File: src/rtl/v_mux_arb.sv
// -----------------------------------------------------------------------------
// v_mux_arb
// Two-requester round-robin arbiter in front of a shared 2:1 selection path.
// One requester owns the path at a time; the grant drives the mux select, and
// the selected data is registered onto Sal together with a valid strobe.
//
// Configuration macro: V_MUX_ARB_TIMEOUT_EN
//   defined   : a grant held for HOLD_MAX cycles is forcibly handed to the
//               other side when that side is requesting.
//   undefined : no hold counter; a grant lasts until its owner drops Req.
//
// Parameters:
//   W        - data width of A, B and Sal
//   HOLD_MAX - maximum grant length (cycles) before forced hand-over, >= 2
//
// Ports:
//   Clk    in  clock, rising edge
//   Rst_n  in  asynchronous active-low reset
//   Req_A  in  requester A wants the path
//   A      in  requester A data
//   Req_B  in  requester B wants the path
//   B      in  requester B data
//   Gnt_A  out path granted to A (registered)
//   Gnt_B  out path granted to B (registered)
//   Sel    out mux select, 0 = A, 1 = B (registered)
//   Sal    out registered selected data
//   Val    out Sal carries fresh data this cycle (registered)
// -----------------------------------------------------------------------------
module v_mux_arb #(
   parameter int W        = 1,
   parameter int HOLD_MAX = 8
) (
   input  logic         Clk,
   input  logic         Rst_n,
   input  logic         Req_A,
   input  logic [W-1:0] A,
   input  logic         Req_B,
   input  logic [W-1:0] B,
   output logic         Gnt_A,
   output logic         Gnt_B,
   output logic         Sel,
   output logic [W-1:0] Sal,
   output logic         Val
);

   typedef enum logic [1:0] {
      ST_IDLE  = 2'd0,
      ST_GNT_A = 2'd1,
      ST_GNT_B = 2'd2
   } state_t;

   // Reject an illegal hold length at elaboration time.
   generate
      if (HOLD_MAX < 2) begin : g_hold_chk
         $error("v_mux_arb: HOLD_MAX must be at least 2");
      end
   endgenerate

   state_t         state_q, state_d;
   logic           last_q, last_d;     // last served side: 0 = A, 1 = B
   logic           gnt_a_q, gnt_a_d;
   logic           gnt_b_q, gnt_b_d;
   logic           sel_q, sel_d;
   logic [W-1:0]   sal_q, sal_d;
   logic           val_q, val_d;
   logic           enter_s;            // a grant state is entered on this edge

`ifdef V_MUX_ARB_TIMEOUT_EN
   localparam int            CW      = $clog2(HOLD_MAX);
   localparam logic [CW-1:0] CNT_MAX = CW'(HOLD_MAX - 1);

   logic [CW-1:0] cnt_q, cnt_d;
   logic          expire_s;            // owner has used its full time slice

   // Slice expiry flag used by the next-state logic.
   always_comb begin
      expire_s = (cnt_q == CNT_MAX);
   end
`endif

   // Next-state decision: round-robin on ties, no idle bubble on hand-over.
   always_comb begin
      state_d = state_q;
      case (state_q)
         ST_IDLE: begin
            if (Req_A && Req_B) begin
               state_d = last_q ? ST_GNT_A : ST_GNT_B;
            end else if (Req_A) begin
               state_d = ST_GNT_A;
            end else if (Req_B) begin
               state_d = ST_GNT_B;
            end else begin
               state_d = ST_IDLE;
            end
         end
         ST_GNT_A: begin
            if (Req_A) begin
`ifdef V_MUX_ARB_TIMEOUT_EN
               if (expire_s && Req_B) begin
                  state_d = ST_GNT_B;
               end else begin
                  state_d = ST_GNT_A;
               end
`else
               state_d = ST_GNT_A;
`endif
            end else if (Req_B) begin
               state_d = ST_GNT_B;
            end else begin
               state_d = ST_IDLE;
            end
         end
         ST_GNT_B: begin
            if (Req_B) begin
`ifdef V_MUX_ARB_TIMEOUT_EN
               if (expire_s && Req_A) begin
                  state_d = ST_GNT_A;
               end else begin
                  state_d = ST_GNT_B;
               end
`else
               state_d = ST_GNT_B;
`endif
            end else if (Req_A) begin
               state_d = ST_GNT_A;
            end else begin
               state_d = ST_IDLE;
            end
         end
         default: begin
            state_d = ST_IDLE;
         end
      endcase
   end

   // Derived next values: grants, select, last-served flag and data path.
   always_comb begin
      enter_s = (state_d != state_q) && (state_d != ST_IDLE);
      gnt_a_d = (state_d == ST_GNT_A);
      gnt_b_d = (state_d == ST_GNT_B);

      sel_d = sel_q;
      if (state_d == ST_GNT_A) begin
         sel_d = 1'b0;
      end else if (state_d == ST_GNT_B) begin
         sel_d = 1'b1;
      end else begin
         sel_d = sel_q;               // select parks on its last value in IDLE
      end

      last_d = last_q;
      if (enter_s) begin
         last_d = (state_d == ST_GNT_B);
      end else begin
         last_d = last_q;
      end

      // Data is valid only while the current owner still holds its request,
      // so the cycle in which the owner releases produces no strobe.
      val_d = (gnt_a_q & Req_A) | (gnt_b_q & Req_B);
      sal_d = sal_q;
      if (val_d) begin
         sal_d = sel_q ? B : A;
      end else begin
         sal_d = sal_q;
      end
   end

`ifdef V_MUX_ARB_TIMEOUT_EN
   // Hold counter: restarts on every grant entry, saturates at the slice end.
   always_comb begin
      cnt_d = cnt_q;
      if ((state_d == ST_IDLE) || enter_s) begin
         cnt_d = {CW{1'b0}};
      end else if (cnt_q != CNT_MAX) begin
         cnt_d = cnt_q + {{(CW-1){1'b0}}, 1'b1};
      end else begin
         cnt_d = cnt_q;
      end
   end

   // Hold counter register.
   always_ff @(posedge Clk or negedge Rst_n) begin
      if (!Rst_n) begin
         cnt_q <= {CW{1'b0}};
      end else begin
         cnt_q <= cnt_d;
      end
   end
`endif

   // State and output registers; reset leaves A as the tie winner.
   always_ff @(posedge Clk or negedge Rst_n) begin
      if (!Rst_n) begin
         state_q <= ST_IDLE;
         last_q  <= 1'b1;
         gnt_a_q <= 1'b0;
         gnt_b_q <= 1'b0;
         sel_q   <= 1'b0;
         sal_q   <= {W{1'b0}};
         val_q   <= 1'b0;
      end else begin
         state_q <= state_d;
         last_q  <= last_d;
         gnt_a_q <= gnt_a_d;
         gnt_b_q <= gnt_b_d;
         sel_q   <= sel_d;
         sal_q   <= sal_d;
         val_q   <= val_d;
      end
   end

   assign Gnt_A = gnt_a_q;
   assign Gnt_B = gnt_b_q;
   assign Sel   = sel_q;
   assign Sal   = sal_q;
   assign Val   = val_q;

endmodule

File: config.mk
export PLATFORM = sky130hd
export DESIGN_NAME = v_mux_arb
export DESIGN_NICKNAME = d
export VERILOG_FILES = /design/src/rtl/v_mux_arb.sv
export SDC_FILE = /design/constraint.sdc
export NUM_CORES = 1
export LEC_CHECK = 0
export BUFFER_PORTS_ARGS = -buffer_cell sky130_fd_sc_hd__clkbuf_2
export CORE_AREA = 4 4 41 43
export CTS_CLUSTER_DIAMETER = 50
export DETAILED_ROUTE_END_ITERATION = 16
export DIE_AREA = 0 0 45 47
export SLEW_MARGIN = 20
export SYNTH_ARGS = -nofsm -noshare
export SYNTH_HDL_FRONTEND = slang
export SYNTH_SLANG_ARGS = --single-unit
File: constraint.sdc
create_clock -name Clk -period 3.66 [get_ports Clk]
set_input_delay 0.183 -clock Clk [delete_from_list [all_inputs] [get_ports Clk]]
set_output_delay 0.183 -clock Clk [all_outputs]
set_load 0.02 [all_outputs]
# ---- Word-level counts from Yosys, hierarchy flattened
# Cells that the tools add are included.
dict set report totals {
  out_inout_bits 5
  wordCells 30
  in_bits 6
  regBits 8
}
dict set report op_classes {
  bitwise 3
  muxes 10
  n_reduce_logical 5
  n_eq_ne 5
}
# operator n
set ops {}
lappend ops {{2-bit two-way mux} 5}
lappend ops {{2-bit case mux with 3 select lines} 1}
lappend ops {{2-bit by 1-bit equality test with 1-bit output (second input constant)} 2}
lappend ops {{2-bit equality test (second input constant)} 2}
lappend ops {{1-bit two-way mux} 4}
lappend ops {{2-bit nonzero test} 2}
lappend ops {{1-bit bitwise AND} 2}
lappend ops {{1-bit logical AND} 2}
lappend ops {{2-bit logical NOT} 1}
lappend ops {{2-bit != test} 1}
lappend ops {{1-bit OR} 1}

# ---- Logic depth before layout (Yosys ltp)
dict set report logic_depth {
  depth_word 7
  ltp_mapped 7
  depth_no_buf 7
}

# ---- Worst setup path before layout
# OpenSTA, ideal clock, no wires.
dict set report synth_timing {
  kind {reg-to-reg}
  start {register last_q}
  end {register last_q}
  period_less_slack_ns 1.555
  path_slack_ns 2.105
  t_required_ns 3.569
  setup_time_ns 0.091
  stages_incl_launch_ff 7
  path_buffers 0
  t_arrival_ns 1.465
  cell_sequence {dfstp_2 -> a21oi_1 -> o21ai_0 -> ha_1 -> a211oi_1 -> a221o_1 -> o31ai_1}
}
dict set report synth_between {
  elab_chain_len 5
  word_cells_on_any_way 7
  cone_classes {eq/ne: 2; mux: 3; reduce/logical: 2}
}
# item line
set synth_rtl {}
lappend synth_rtl {{from (decl)} 60} ;# logic last_q, last_d;
lappend synth_rtl {{from (signal assigned)} 204} ;# last_q <= last_d;
lappend synth_rtl {{2-bit two-way mux (*)} 87} ;# state_d = last_q ? ST_GNT_A : ST_GNT_B;
lappend synth_rtl {{2-bit two-way mux (*)} 86} ;# if (Req_A && Req_B) begin
lappend synth_rtl {{2-bit case mux with 3 select lines (*)} 84} ;# case (state_q)
lappend synth_rtl {{2-bit != test or 2-bit nonzero test (tied branches)} 138} ;# enter_s = (state_d != state_q) && (state_d != ST_IDLE);
lappend synth_rtl {{1-bit logical AND} 138}
# Every way passes the cells marked *; elsewhere a longest branch is shown, timed or not.
# A chain may end at the register's enable or synchronous reset.

# ---- Worst setup path in the final report
dict set report layout_timing {
  start {register state_q[0]}
  end {register last_q}
}
dict set report layout_between {
  elab_chain_len 4
  word_cells_on_any_way 8
  cone_classes {eq/ne: 4; mux: 1; reduce/logical: 3}
}
# item line
set layout_rtl {}
lappend layout_rtl {{from (decl)} 59} ;# state_t state_q, state_d;
lappend layout_rtl {{from (signal assigned)} 203} ;# state_q <= state_d;
lappend layout_rtl {{2-bit equality test (tied with other cells)} 84}
lappend layout_rtl {{2-bit case mux with 3 select lines} 84}
lappend layout_rtl {{2-bit != test or 2-bit nonzero test (tied branches)} 138}
lappend layout_rtl {{1-bit logical AND} 138}
# Several ways; a longest one is shown, not always the timed one.

==> results.md <==
* Fin Clk Skew at between 0.00015 and 0.0002 ns
* Post-synth net total at 48
* I/O Pins at 11
* Non-filler instance count after layout at a little under 70
* Number of buffers inserted to repair setup after CTS at 0
* Synthesized flop and latch total at 8
* Count leader, synth: sky130_fd_sc_hd__dfrtp_1
* Max IR drop VDD at about 0.37 mV
* Gp weighted congestion at slightly above 0.8
* Synth Warn # at 0
* Worst setup slack before clock tree synthesis at a little under 2 ns
* Combined area of the multi-input logic cells at about 180 sq um
* Clock slew at reported path FFs at approximately 0.05 ns
* Highest net fanout along the worst path at 7
* Number of global-route vias before repair at 322
* Number of hold-slack violations in the final timing report at 0
* Post-detailed-routing wire length at 773 um
* Wire length per cell after detailed routing at approximately 11 um
* Die outline area at approximately 2100 sq um
* Violation count after the first detailed-route iteration at 5
* Power per Cell Area at roughly 640 nW/um^2
* Total routing usage reported by global routing at about a tenth
* Count of clock tree sinks at 8
* Number of input and output port buffers inserted at 10
* H-tree Lvls at 1
* Cell type contributing the most total cell area after synthesis: sky130_fd_sc_hd__dfrtp_1
* Count of pins over their slew limit at 0
* Part of the Yosys area used for sequential elements at roughly half
* Antenna violations before repair at 0
* Minimum period implied by the final worst setup slack at 1.741 ns
* Most instantiated flip-flop cell in the synthesis netlist: sky130_fd_sc_hd__dfrtp_1
* Nature of the critical path startpoint: register
* ANT nets after route at 0
* Pin count of the biggest net entering global routing at 9
* Setup repair after global routing missed its margin: false
* Most used standard cells in the synthesized netlist: 7 x sky130_fd_sc_hd__dfrtp_1, 5 x sky130_fd_sc_hd__inv_1, 4 x sky130_fd_sc_hd__nor2_1, 3 x sky130_fd_sc_hd__ha_1, 3 x sky130_fd_sc_hd__o21ai_0
* Cell area after layout at 508.0 sq um
* Peak clock frequency supported by timing at about 570 MHz
* Minimum setup slack in the final design at 1.920 ns
* Diodes inserted at 0
* Placed instance count at 64
* Final design utilization at 39.04%
* Cell count after synthesis at 39
* Async set-reset flop share out of synthesis at 100.0%
* Global-route wire length before repair at around 1400 um
* Cell at the root of the clock tree: sky130_fd_sc_hd__clkbuf_4
* Post-detailed-route via-to-cell ratio at 4.681
* Status: complete, no violations
* Number of remaining DRC errors at 0
* Number of inserted filler cells in the final layout at roughly 150
* Longest Clk Path Bufs at 2
* Die X at roughly 45 um
* Endpoint type of the worst setup path: register
* Total number of vias at between 300 and 400
* Synth area leaders: sky130_fd_sc_hd__dfrtp_1 43%, sky130_fd_sc_hd__ha_1 9.3%, sky130_fd_sc_hd__dfstp_2 6.5%
* Setup violators final at 0
* Worst hold path type: input port to register
* Static Leak at 0.2623 nW
* Distinct cells, synth at 18
* Mean post-synth cell area at 10.33 sq um
* WP data arrival at 1.90 ns
* Number of nets at the end of the flow at between 60 and 70
* Worst-margin pin slew at ~0.31 ns
* Area delta synth->final at 26.09%
* Required time of the critical path at 3.82 ns
* Grt ovf at 0
* Fin Setup TNS at 0 ns
* Detailed-placement wirelength estimate at a little under 600 um
* EDFF count, synth at 0
* Core region area at 1301 sq um
* Area share of the largest cell type after synthesis at 43.48%
* Share of layout cells above drive strength 1 at roughly 30%
* Critical path class: register to register
* Number of rows in the core area at 13
* Starting density of the core at about 31%
* CTS buffer count at 3
* Period utilisation layout at a little under half
* Area of the mapped netlist at approximately 400 sq um
* Register area at about 200 sq um
* Clock tree from TritonCTS: yes
* Insertion delay to the later sink of the worst-skew pair at between 0.2 and 0.3 ns
* Max-slew headroom at the worst pin at between 70% and 80%
* Placed Instance Area at 471.7 sq um
* Total of max-cap violations at 0
* Router iterations before antenna repair at 2
* Die outline height at roughly 47 um
==> cells in the final DEF, fill, tap and decap left out, types with 2 or more instances in the layout <==
cell and instances:
sky130_fd_sc_hd__a21oi_1 2, sky130_fd_sc_hd__clkbuf_2 10, sky130_fd_sc_hd__clkbuf_4 3, sky130_fd_sc_hd__dfrtp_1 7
sky130_fd_sc_hd__ha_1 3, sky130_fd_sc_hd__inv_1 5, sky130_fd_sc_hd__mux2i_1 2, sky130_fd_sc_hd__nand2_1 2
sky130_fd_sc_hd__nor2_1 4, sky130_fd_sc_hd__o21a_1 2, sky130_fd_sc_hd__o21ai_0 3
==> worst max-delay path: stages (launching register included) <==
cell                       delay [ns]
sky130_fd_sc_hd__dfrtp_1         0.43
sky130_fd_sc_hd__nor2_1          0.13
sky130_fd_sc_hd__nor2_1          0.06
sky130_fd_sc_hd__o21ai_0         0.29
sky130_fd_sc_hd__ha_1            0.26
sky130_fd_sc_hd__a211oi_1        0.06
sky130_fd_sc_hd__a221o_1         0.35
sky130_fd_sc_hd__o31ai_1         0.07
==> per-layer routing <==
metal / share of wire [%] / global-route usage [%] / routed length (um) / vias up
li1: - / - / - / 167
met1: 42 / 10.51 / 324 / 149
met2: 51 / 15.54 / 392 / 7
met3: 7.4 / 7.280 / 57 / 0
met4: 0 / 0 / 0 / 0
met5: 0 / 0 / 0 / -
==> sequential cells by signal, summed over array words and instances (netlist names) <==
signal	cells
Sal	1
Gnt_B	1
last_q	1
Gnt_A	1
state_q	2
Val	1
Sel	1
==> per-stage QoR <==
step           power [W]  hold WS [ns]
2_1_floorplan  0.0002184       -0.1126
6_report       0.0003268        0.2165
4_1_cts        0.0003338        0.2141
3_3_place_gp   0.0002557       0.03792
3_5_place_dp   0.0002555       0.03678
5_1_grt        0.0003583        0.2310
==> what timing repair did <==
action / 4_1_cts / 5_1_grt
endpoints found under the hold margin: 8 / 0
resized for setup: 0 / 0
hold buffers: 1 / 0
==> power breakdown <==
group	internal (W)	switching, W	leakage [nW]	total [W]
Clock	0.0000417	0.0000303	0.0150	0.0000720
Combinational	0.0000493	0.0000664	0.150	0.000116
Sequential	0.000118	0.0000216	0.0969	0.000139
==> worst paths after layout <==
kind | from | endpoint | slack [ns] | cells after the start
max | state_q[0] | last_q | 1.92 | 7
min | A | Sal | 0.22 | 3
max reg2reg | state_q[0] | last_q | 1.92 | 7
min reg2reg | Sal | Sal | 0.48 | 2
max in group asynchronous | Rst_n | last_q | 3.11 | 2
min in group asynchronous | Rst_n | Gnt_A | 0.31 | 2
==> logic make-up after synthesis <==
logic type,share of synthesized area [%]
flip-flops,50.00
buffers and inverters,4.659
AO/OA/AOI/OAI,20.19
multiplexers,4.969
adder cells (fa/ha/maj),9.318
AND/OR/NAND/NOR,10.87
==> final cells by class <==
type / instances / area share [%]
clock buffers: 4 / 5.172
flip-flops and latches: 8 / 39.66
inverters: 5 / 3.695
well taps: 15 / 3.695
multi-input cells: 26 / 35.96
repair buffers: 11 / 11.82
Power figures use the tool's default switching activity.
